===== src/rtl/flow_pkg.sv =====
// Shared types and widths for the flow framer.
//   DATA_W  : byte width of the stream
//   ENTRY_W : FIFO entry width, {last, data}
//   in_state_t  : upstream FSM (accepting / discarding an oversize tail)
//   out_state_t : downstream FSM (idle / replaying a frame / inter-frame gap)
package flow_pkg;

  localparam int DATA_W  = 8;
  localparam int ENTRY_W = DATA_W + 1;

  typedef enum logic {
    ACCEPT  = 1'b0,
    DISCARD = 1'b1
  } in_state_t;

  typedef enum logic [1:0] {
    S_IDLE  = 2'd0,
    S_BURST = 2'd1,
    S_GAP   = 2'd2
  } out_state_t;

  typedef struct packed {
    logic              last;
    logic [DATA_W-1:0] data;
  } entry_t;

endpackage


===== src/rtl/flow_fifo.sv =====
// Synchronous FIFO with first-word-fall-through read.
//   clk, rst_n : clock, asynchronous active-low reset (pointers only)
//   wr_en/wr_data : push an entry (ignored when full)
//   rd_en/rd_data : rd_data always shows the head; rd_en pops it (ignored when empty)
//   full, empty, count : occupancy status
// Pointers carry one extra MSB so full and empty differ when the indices wrap.
module flow_fifo #(
  parameter int DEPTH = 16,
  parameter int WIDTH = 9
) (
  input  logic                       clk,
  input  logic                       rst_n,
  input  logic                       wr_en,
  input  logic [WIDTH-1:0]           wr_data,
  input  logic                       rd_en,
  output logic [WIDTH-1:0]           rd_data,
  output logic                       full,
  output logic                       empty,
  output logic [$clog2(DEPTH):0]     count
);

  localparam int AW = $clog2(DEPTH);

  logic [WIDTH-1:0] mem [DEPTH];
  logic [AW:0]      wr_ptr_reg;
  logic [AW:0]      rd_ptr_reg;
  logic             wr_ok;
  logic             rd_ok;

  assign wr_ok = wr_en && !full;
  assign rd_ok = rd_en && !empty;

  always_ff @(posedge clk) begin
    if (wr_ok) begin
      mem[wr_ptr_reg[AW-1:0]] <= wr_data;
    end
  end

  always_ff @(posedge clk or negedge rst_n) begin
    if (!rst_n) begin
      wr_ptr_reg <= '0;
      rd_ptr_reg <= '0;
    end else begin
      if (wr_ok) wr_ptr_reg <= wr_ptr_reg + (AW+1)'(1);
      if (rd_ok) rd_ptr_reg <= rd_ptr_reg + (AW+1)'(1);
    end
  end

  // The head must be visible in the same cycle the framer decides to pop it,
  // otherwise the one-cycle frame-to-start latency could not be met.
  assign rd_data = mem[rd_ptr_reg[AW-1:0]];
  assign count   = wr_ptr_reg - rd_ptr_reg;
  assign empty   = (wr_ptr_reg == rd_ptr_reg);
  assign full    = (wr_ptr_reg[AW] != rd_ptr_reg[AW]) &&
                   (wr_ptr_reg[AW-1:0] == rd_ptr_reg[AW-1:0]);

endmodule


===== src/rtl/flow_framer.sv =====
// Store-and-forward framer: buffers whole frames from a valid/ready byte
// stream and replays each one as a gap-free start/in burst, followed by at
// least GAP idle cycles.
//   clk, rst_n        : clock, asynchronous active-low reset
//   s_valid/s_ready   : upstream handshake
//   s_data, s_last    : upstream byte and end-of-frame marker
//   start, in         : downstream burst strobe and byte (registered)
//   busy              : burst or gap in progress
//   err_trunc         : one-cycle pulse when an oversize frame is cut
//   frames            : complete frames currently buffered
module flow_framer
  import flow_pkg::*;
#(
  parameter int DEPTH = 16,
  parameter int GAP   = 1
) (
  input  logic                     clk,
  input  logic                     rst_n,
  input  logic                     s_valid,
  output logic                     s_ready,
  input  logic [DATA_W-1:0]        s_data,
  input  logic                     s_last,
  output logic                     start,
  output logic [DATA_W-1:0]        in,
  output logic                     busy,
  output logic                     err_trunc,
  output logic [$clog2(DEPTH):0]   frames
);

  localparam int AW = $clog2(DEPTH);
  localparam int GW = (GAP > 1) ? $clog2(GAP) : 1;

  in_state_t         in_state_reg, in_state_next;
  out_state_t        out_state_reg, out_state_next;
  logic [AW:0]       frames_reg, frames_next;
  logic [AW:0]       fifo_count;
  logic              fifo_full, fifo_empty;
  entry_t            wr_entry, head;
  logic              push, pop, oversize, trunc;
  logic              start_reg, start_next;
  logic [DATA_W-1:0] in_reg, in_next;
  logic [GW-1:0]     gap_cnt_reg, gap_cnt_next;
  logic              err_reg;

  flow_fifo #(.DEPTH(DEPTH), .WIDTH(ENTRY_W)) u_fifo (
    .clk     (clk),
    .rst_n   (rst_n),
    .wr_en   (push),
    .wr_data (wr_entry),
    .rd_en   (pop),
    .rd_data (head),
    .full    (fifo_full),
    .empty   (fifo_empty),
    .count   (fifo_count)
  );

  // No complete frame buffered yet one slot left: the incoming byte fills the
  // FIFO with a single unfinished frame, so it must close that frame.
  assign oversize = (frames_reg == '0) && (fifo_count == (AW+1)'(DEPTH-1));
  assign wr_entry = '{last: s_last || oversize, data: s_data};
  assign trunc    = push && oversize && !s_last;

  // ---------------- input FSM ----------------
  always_comb begin
    in_state_next = in_state_reg;
    case (in_state_reg)
      ACCEPT:  if (trunc) in_state_next = DISCARD;
      DISCARD: if (s_valid && s_last) in_state_next = ACCEPT;
      default: in_state_next = ACCEPT;
    endcase
  end

  always_comb begin
    s_ready = 1'b1;
    push    = 1'b0;
    if (in_state_reg == ACCEPT) begin
      s_ready = !fifo_full;
      push    = s_valid && !fifo_full;
    end
  end

  // ---------------- output FSM ----------------
  always_comb begin
    out_state_next = out_state_reg;
    case (out_state_reg)
      S_IDLE:  if (frames_reg != '0) out_state_next = head.last ? S_GAP : S_BURST;
      S_BURST: if (head.last) out_state_next = S_GAP;
      S_GAP:   if (gap_cnt_reg == GW'(GAP-1)) out_state_next = S_IDLE;
      default: out_state_next = S_IDLE;
    endcase
  end

  always_comb begin
    pop          = 1'b0;
    start_next   = 1'b0;
    in_next      = in_reg;
    gap_cnt_next = '0;
    case (out_state_reg)
      S_IDLE: begin
        if (frames_reg != '0) begin
          pop        = !fifo_empty;
          start_next = 1'b1;
          in_next    = head.data;
        end
      end
      // Only complete frames start a burst, so the FIFO cannot run dry here.
      S_BURST: begin
        pop        = !fifo_empty;
        start_next = 1'b1;
        in_next    = head.data;
      end
      S_GAP:   gap_cnt_next = gap_cnt_reg + GW'(1);
      default: ;
    endcase
  end

  // Frame counter: a write and a pop of a last entry on one edge cancel.
  always_comb begin
    frames_next = frames_reg;
    case ({push && wr_entry.last, pop && head.last})
      2'b10:   frames_next = frames_reg + (AW+1)'(1);
      2'b01:   frames_next = frames_reg - (AW+1)'(1);
      default: ;
    endcase
  end

  always_ff @(posedge clk or negedge rst_n) begin
    if (!rst_n) begin
      in_state_reg  <= ACCEPT;
      out_state_reg <= S_IDLE;
      frames_reg    <= '0;
      start_reg     <= 1'b0;
      in_reg        <= '0;
      gap_cnt_reg   <= '0;
      err_reg       <= 1'b0;
    end else begin
      in_state_reg  <= in_state_next;
      out_state_reg <= out_state_next;
      frames_reg    <= frames_next;
      start_reg     <= start_next;
      in_reg        <= in_next;
      gap_cnt_reg   <= gap_cnt_next;
      err_reg       <= trunc;
    end
  end

  assign start     = start_reg;
  assign in        = in_reg;
  assign busy      = (out_state_reg != S_IDLE);
  assign err_trunc = err_reg;
  assign frames    = frames_reg;

endmodule


===== config.mk =====
export PLATFORM = sky130hd
export DESIGN_NAME = flow_framer
export DESIGN_NICKNAME = d
export VERILOG_FILES = /design/src/rtl/flow_pkg.sv /design/src/rtl/flow_fifo.sv /design/src/rtl/flow_framer.sv
export SDC_FILE = /design/constraint.sdc
export NUM_CORES = 1
export LEC_CHECK = 0
export ABC_AREA = 0
export BUFFER_PORTS_ARGS = -buffer_cell sky130_fd_sc_hd__buf_2
export CORE_MARGIN = 1
export CORE_UTILIZATION = 55
export CTS_CLUSTER_SIZE = 28
export DETAILED_ROUTE_END_ITERATION = 7
export PLACE_DENSITY = 0.73
export SLEW_MARGIN = 20
export SYNTH_ARGS = -nofsm -noshare
export SYNTH_HDL_FRONTEND = slang
export SYNTH_HIERARCHICAL = 1
export SYNTH_SLANG_ARGS = --single-unit

===== constraint.sdc =====
create_clock -name clk -period 4.8 [get_ports clk]
set_input_delay 0 -clock clk [delete_from_list [all_inputs] [get_ports clk]]
set_output_delay 0 -clock clk [all_outputs]
set_load 0.005 [all_outputs]

# After elaboration in Yosys (flattened, before gate mapping)
# Memories as Yosys holds them, arrays and structs flattened.
# Cells that the tools add are included.
# Widths: inputs -> output; s select.
[op_classes] n_addsub=6 mul=0 n_div=0 n_lt_le_gt_ge=0 n_eq_ne=11 shift=0 muxes=20 n_bitwise=1 reduce_logical=22
[op_table] operator="$pmux 8 s2" count=1
[op_table] operator="$add 5x1->5 const B" count=3
[op_table] operator="$logic_and 1x1->1" count=10
[op_table] operator="$pmux 5 s2" count=1
[op_table] operator="$mux 1" count=9
[op_table] operator="$mux 2" count=4
[op_table] operator="$mux 8" count=1
[op_table] operator="$ne 2x2->1 const B" count=3
[op_table] operator="$pmux 1 s2" count=3
[op_table] operator="$pmux 2 s3" count=1
[op_table] operator="$reduce_bool 2->1" count=3
[op_table] operator="$eq 5x4->1 const B" count=1
[op_table] operator="$eq 5x5->1" count=1
[op_table] operator="$logic_not 5->1" count=1
[op_table] operator="$reduce_bool 5->1" count=1
[op_table] operator="$sub 5x1->5 const B" count=1
[op_table] operator="$sub 5x5->5" count=1
[op_table] operator="$eq 2x1->1 const B" count=2
[op_table] operator="$eq 2x2->1 const B" count=2
[op_table] operator="$eq 4x4->1" count=1
[op_table] operator="$logic_not 1->1" count=3
[op_table] operator="$reduce_and 3->1" count=1
[op_table] operator="$logic_not 2->1" count=1
[op_table] operator="$reduce_and 2->1" count=1
[op_table] operator="other kinds (4)" count=4
[word_totals] register_bits=29 latchBits=0 mem_bits_rw=144 romBits=0 output_inout_bits=17 mem_count=1
[mem_list] memory="u_fifo.mem" depth=16 width=9 read_ports=1 rd_ports_with_merged_regs=0 wr=1 line="flow_fifo.sv:24" rtl="logic [WIDTH-1:0] mem [DEPTH];"

# Logic depth before layout (Yosys ltp)
# Gate-level depths: netlist of the first run.
[depth] word_depth=9 mapped_depth=18

# Modules after synthesis
# The synthesis of the first run kept the hierarchy.
[by_module_without_submodules] mod="flow_fifo" instances=1 cells_per_inst=343 area_each_um2=6261.0 seq_area_each_um2=4574.4
[by_module_without_submodules] mod="flow_framer" instances=1 cells_per_inst=83 area_each_um2=962.2 seq_area_each_um2=475.5

# Least setup slack after synthesis of the first run
# OpenSTA, ideal clock, no wires.
[synth_timing] path_type="reg2reg" startpoint="reg u_fifo.rd_ptr_reg[1]" endpoint="reg frames_reg[4] (netlist: frames[4])" setup_time_ns=0.146 arrival_time_ns=3.860 required_time_ns=4.654 slack_ns=0.794 stages_incl_launch_ff=18 period_less_slack_ns=4.006 path_cell_list="dfrtp_1 -> buf_2 -> buf_2 -> inv_1 -> fa_1 -> a21o_1 -> a21oi_1 -> xnor2_1 -> nand2b_1 -> nor4_1 -> or2_2 -> nand2_1 -> ha_1 -> ha_1 -> nor2b_1 -> or4_1 -> nand3_1 -> o311ai_0"
[synth_rtl] element="start, declared" line="flow_fifo.sv:26" rtl="logic [AW:0] rd_ptr_reg;"
[synth_rtl] element="start signal, assigned" line="flow_fifo.sv:45" rtl="if (rd_ok) rd_ptr_reg <= rd_ptr_reg + (AW+1)'(1);"
[synth_rtl] element="end signal, assigned" line="flow_framer.sv:139" rtl="frames_reg <= frames_next;"
[synth_rtl] element="end, declared" line="flow_framer.sv:35" rtl="logic [AW:0] frames_reg, frames_next;"

==> key figures, run 1 <==
Yosys
  – Seq/Total Area, Yosys: 69.9%
  – Leading area contributor after synthesis: edfxtp_1
  – Synthesis Warnings: 6
  – Syn Area/Cell: 17.0 sq um
  – Largest cells by area after synthesis: edfxtp_1 (60%), dfrtp_1 (10%), mux4_2 (5.6%)
  – Asr flop ratio synth: 16.8%
  – Syn Std Cell Area: 0.00722 sq mm
  – Seq cells post-synth: 173
  – Commonest cells post-synth: edfxtp_1 (144), mux2i_1 (37), dfrtp_1 (29)
  – Mapped Cells: 426
  – Primary FF master, synth: edfxtp_1
  – Yosys top cell area share: 59.9%
  – Syn_nets: 453
  – Most frequent cell after synthesis: edfxtp_1
  – Number of synthesized flops with an enable pin: 144
  – Post-synth cell types: 49

Floorplan
  – Row cnt: 41
  – Top-Level Pins: 29
  – Area of the die: 0.0136 sq mm
  – Initial Util: 56.8%
  – Core ar.: 0.0127 sq mm
  – Die H: 117 microns
  – Die Wd: 117 microns

CTS
  – Clk buf depth: 2
  – Post-cts resize count: 0
  – H-tree depth: 4
  – Worst-path clk slew: 70 ps
  – Clk sink count: 173
  – # Post-CTS Setup Buffers: 0
  – Number of buffers created by CTS: 17
  – Hold buffer count at CTS: 12
  – TritonCTS clock tree: done
  – Root buffer cell: clkbuf_16
  – Worst skew pair latency: 440 ps

STA
  – Layout Skew: 9.84 ps
  – Max-slew headroom at the worst pin: 32.3%
  – Tmin final: 4330 ps
  – Pins Over Slew Limit: 0
  – Final setup fails: 0
  – Slew @ Worst Pin: 1020 ps
  – Setup ws final: 472 ps
  – Fin crit share: 90.2%
  – F_max: 0.231 GHz
  – Fin Setup TNS: 0 ps
  – RSZ-0062 raised after global routing: no
  – Hold Fails Final Rpt: 0

Worst setup path
  – Crit. End Element: flip-flop
  – Buf+Inv Stages, Crit Path: 2
  – R2r setup slk: 470 ps
  – Cells along the critical path: inv_1 > ha_1 > inv_1 > fa_1 > a21o_1 > a21oi_1 > xnor2_1 > nand2b_1 > nor4_1 > or2_2 > nand2_1 > ha_1 > ha_1 > nor2b_1 > or4_1 > nand3_1 > o311ai_0
  – Reg2reg start: u_fifo/wr_ptr_reg[0]
  – CP arrival: 4620 ps
  – CP max stage cell: or4_1
  – Worst Path Max Fanout: 17
  – Reg-to-reg endpoint: frames[4]
  – Setup CP Type: reg2reg
  – Most frequent CP cell: ha_1
  – CP delay by family, top: simple AND/OR/NAND/NOR gates
  – Max incr delay on CP: 480 ps
  – FF-to-FF path depth: 17
  – Worst setup SP type: flip-flop
  – Worst path required time: 5090 ps

GRT
  – Number of global-route vias before repair: 3,948
  – Total track usage: 23.0%
  – Total gr overflow: 0
  – Initial antenna violation count: 0
  – Pin count of the biggest net entering global routing: 58
  – First-pass GRT wire length: 21.7 mm

Run
  – Max_cap viols: 0

Drt
  – Avg WL per Cell: 21.1 microns
  – DR iter-0 viols: 372
  – Detailed-route wire length: 14.2 mm
  – Via density: 5.86
  – Drt pass-1 iters: 5
  – Post-route ant nets: 0
  – Vias: 3,944
  – Remaining DRCs: 0

Place
  – Placement-stage worst setup slack: 512 ps
  – Dpl hpwl: 8.85 mm
  – RD Place Congestion: 0.845
  – Buffers on Ports: 28

Power and ir drop
  – Gate power share: 37.0%
  – Clk pwr share: 25.1%
  – Sw frac: 34.5%
  – Peak supply drop: 357 uV
  – Static Leakage: 0.00303 uW
  – Sw power: 1840 uW
  – Power density cells: 643 mW/mm^2
  – Flop pwr share: 38.0%
  – Cell Int Power: 3500 uW

Min path
  – HP Class: in2async

Status
  – Outcome: finished, final reports clean

Finish
  – N_diodes: 0
  – Largest register FFs: 144
  – Final core occ: 65.3%
  – Synth-to-layout area growth: 14.9%
  – Nets: 515
  – Fillers: 894
  – Share of cells above drive strength 1: 23.0%
layout make-up:
cell class	instances	area (sq um)	share of cell area (%)
flip-flops and latches	173	5050	60.9
multi-input cells	221	1980	23.9
clock buffers	18	429	5.17
repair buffers	62	425	5.12
well taps	172	215	2.59
clock inverters	14	148	1.78
inverters	13	48.8	0.588
power groups by stage:
stage	Combinational (uW)	Clock, uW	Sequential [uW]
3_5_place_dp	1950	0	2060
5_1_grt	2170	1410	2060
3_3_place_gp	1880	0	2050
4_1_cts	1970	1350	2030
6_report	1970	1340	2030
2_1_floorplan	1490	0	2020
through the flow:
stage,instance area [sq um],power [uW],std cells,hold slack [ps]
2_1_floorplan,7220,3510,426,-296
3_3_place_gp,7600,3930,629,68.5
3_5_place_dp,7600,4010,629,85.3
4_1_cts,8300,5350,673,165
5_1_grt,8300,5640,673,244
6_report,8300,5340,673,143
routing by layer:
layer / routed length [microns] / global-route usage [%] / share of wire, % / up-vias
met2: 7000 / 37.2 / 49 / 127
met3: 815 / 5.97 / 5.7 / 26
met5: 0 / 0 / 0 / -
met1: 6130 / 29.9 / 43 / 2005
li1: - / - / - / 1786
met4: 261 / 9.45 / 1.8 / 0
worst register-to-register path: stages (launching register included):
cell	delay (ps)
dfrtp_1	420
inv_1	160
ha_1	170
inv_1	60
fa_1	420
a21o_1	180
a21oi_1	190
xnor2_1	80
nand2b_1	150
nor4_1	330
or2_2	380
nand2_1	110
ha_1	320
ha_1	350
nor2b_1	170
or4_1	480
nand3_1	100
o311ai_0	130
worst max-delay path by stage:
stage | startpoint | endpoint | slack (ps) | cells after the start
floorplan | u_fifo/rd_ptr_reg[1] | frames[4] | 790 | 17
global placement | u_fifo/wr_ptr_reg[0] | frames[4] | 750 | 17
detailed placement | u_fifo/wr_ptr_reg[0] | frames[4] | 510 | 17
CTS | u_fifo/wr_ptr_reg[0] | frames[4] | 500 | 17
global route | u_fifo/wr_ptr_reg[0] | frames[4] | 210 | 17
finish | u_fifo/wr_ptr_reg[0] | frames[4] | 470 | 17
placed cells by master (no fill, tap or decap), types with 3 or more instances in the layout:
cell type	netlist	layout
a21oi_1	4	4
a221oi_1	17	17
a22oi_1	9	9
and2_1	3	3
buf_2	8	28
buf_4	0	22
clkbuf_16	0	17
dfrtp_1	29	28
dlygate4sd3_1	0	12
edfxtp_1	144	144
ha_1	13	13
inv_1	12	12
inv_6	0	8
mux2_2	8	8
mux2i_1	37	37
mux4_2	18	18
nand2_1	20	20
nand2b_1	6	6
nand3_1	3	3
nand4_1	4	4
nor2_1	13	13
nor3_1	6	6
nor3b_1	3	3
o21ai_0	16	16
xnor2_1	11	11
xor2_1	4	4
cells by family after synthesis:
logic type / count (synthesis) / synth area share [%]
buf+inv: 32 / 2.65
flops: 173 / 69.9
compound gates: 56 / 5.58
xor+xnor: 15 / 1.82
mux: 63 / 12.0
fa+ha+maj: 15 / 2.81
simple gates: 72 / 5.25
Note: power is estimated with default switching activity, not from simulation.
==> run 2, diff against run 1 <==
- CORE_UTILIZATION: 55 -> 56
- PLACE_DENSITY: 0.73 -> 0.74
==> run 2 against run 1 <==
Count of clock-buffer cells in the layout up 2. Combinational power down 2%. Non-clock buffer count down 6. Global-route usage up 0.10 points. Sequential share of layout area down 0.15 points. Critical path type unchanged. Largest power group unchanged. Highest routed layer unchanged.
==> key figures, run 2 (synthesis gave the netlist of run 1 again) <==
Floorplan
  – Die H: 116 microns
  – Row cnt: 41
  – Initial Util: 57.2%
  – Top-Level Pins: 29
  – Core ar.: 0.0126 sq mm
  – Area of the die: 0.0134 sq mm
  – Die Wd: 116 microns

Worst setup path
  – Cells along the critical path: inv_1 > ha_1 > inv_1 > fa_1 > a21o_1 > a21oi_1 > xnor2_1 > nand2b_1 > nor4_1 > or2_2 > nand2_1 > ha_1 > ha_1 > nor2b_1 > or4_1 > nand3_1 > o311ai_0
  – Buf+Inv Stages, Crit Path: 2
  – CP arrival: 4540 ps
  – Crit. End Element: flip-flop
  – CP delay by family, top: simple AND/OR/NAND/NOR gates
  – Most frequent CP cell: ha_1
  – FF-to-FF path depth: 17
  – Crit. path cell count: 17
  – Worst path required time: 5090 ps
  – Worst Path Max Fanout: 17
  – Setup CP Type: reg2reg
  – CP max stage cell: or4_1
  – Worst setup SP type: flip-flop
  – Max incr delay on CP: 490 ps

Place
  – Buffers on Ports: 28
  – Placed Cells incl. Taps: 623
  – RD Place Congestion: 0.843
  – Dpl hpwl: 8.83 mm

Min path
  – HP Class: in2async

STA
  – Hold Fails Final Rpt: 0
  – Layout Skew: 8.87 ps
  – Pins Over Slew Limit: 0
  – Final hold slack: 145 ps
  – Tmin final: 4260 ps
  – Fin crit share: 88.7%
  – Final setup fails: 0
  – Max-slew headroom at the worst pin: 30.6%
  – Slew @ Worst Pin: 1040 ps
  – F_max: 0.235 GHz
  – Fin Setup TNS: 0 ps
  – RSZ-0062 raised after global routing: no

Drt
  – Drt pass-1 iters: 5
  – Post-route ant nets: 0
  – Vias: 3,956
  – Met2 WL post-DR: 6.99 mm
  – DR iter-0 viols: 362
  – Via density: 5.93
  – Metal-1 WL: 5.83 mm
  – Highest metal used: met4
  – Met3 routed WL: 1.04 mm
  – Detailed-route wire length: 14.1 mm
  – Remaining DRCs: 0
  – Avg WL per Cell: 21.1 microns

GRT
  – Total track usage: 23.1%
  – Number of global-route vias before repair: 3,838
  – Initial antenna violation count: 0
  – Total gr overflow: 0
  – First-pass GRT wire length: 21.6 mm
  – Pin count of the biggest net entering global routing: 58

CTS
  – Clk sink count: 173
  – Hold buffer count at CTS: 12
  – TritonCTS clock tree: done
  – Clk buf depth: 2
  – Worst skew pair latency: 430 ps
  – # Post-CTS Setup Buffers: 0
  – Number of buffers created by CTS: 17
  – Root buffer cell: clkbuf_16
  – Worst-path clk slew: 60 ps
  – Post-cts resize count: 0
  – H-tree depth: 4

Finish
  – Synth-to-layout area growth: 15.2%
  – Layout Cells excl Fill: 667
  – Fillers: 859
  – N_diodes: 0
  – Share of cells above drive strength 1: 21.4%
  – Most frequent cells in the layout: edfxtp_1 (144), mux2i_1 (37), dfrtp_1 (28), buf_2 (28), nand2_1 (20)
  – Commonest non-fill, non-tap cell in the layout: edfxtp_1
  – Sequential standard cell area: 0.00505 sq mm
  – Largest register FFs: 144
  – Multi-input logic area: 0.00198 sq mm
  – Nets: 509

Status
  – Outcome: finished, final reports clean

Power and ir drop
  – Peak supply drop: 245 uV
  – Power density cells: 657 mW/mm^2
  – Static Leakage: 0.00303 uW
  – Total power: 5470 uW

Run
  – Max_cap viols: 0
run 2: metrics by stage:
step / util (%) / area (sq um) / setup WS, ps
6_report: 65.9 / 8320 / 543
5_1_grt: 65.9 / 8320 / 265
4_1_cts: 65.9 / 8320 / 557
3_5_place_dp: 59.9 / 7560 / 594
3_3_place_gp: 59.9 / 7560 / 760
2_1_floorplan: - / 7220 / 794
run 2: worst paths after layout:
path                                      startpoint              endpoint  slack [ps]
worst max register to register  u_fifo/wr_ptr_reg[0]             frames[4]         540
worst max-delay path            u_fifo/wr_ptr_reg[0]             frames[4]         540
min in group clk                              s_last             err_trunc         410
worst min-delay path                           rst_n             frames[3]         150
worst min register to register           gap_cnt_reg           gap_cnt_reg         440
max in group asynchronous                      rst_n  u_fifo/rd_ptr_reg[0]        4160
run 2: layer usage:
| metal | GRT usage, % | vias to the layer above |
|---|---|---|
| met2 | 36.8 | 159 |
| met3 | 7.01 | 22 |
| met5 | 0 | - |
| met1 | 30.4 | 1989 |
| li1 | - | 1786 |
| met4 | 8.40 | 0 |
run 2: report_power, final:
| part | switching, uW | internal [uW] |
|---|---|---|
| Sequential | 170 | 1890 |
| Combinational | 1080 | 852 |
| Clock | 545 | 930 |
run 2: area by class of cell:
cell class	instances	share of cell area [%]
flip-flops and latches	173	60.7
repair buffers	56	4.57
clock inverters	12	2.47
well taps	172	2.59
clock buffers	20	5.25
inverters	13	0.586
multi-input cells	221	23.8
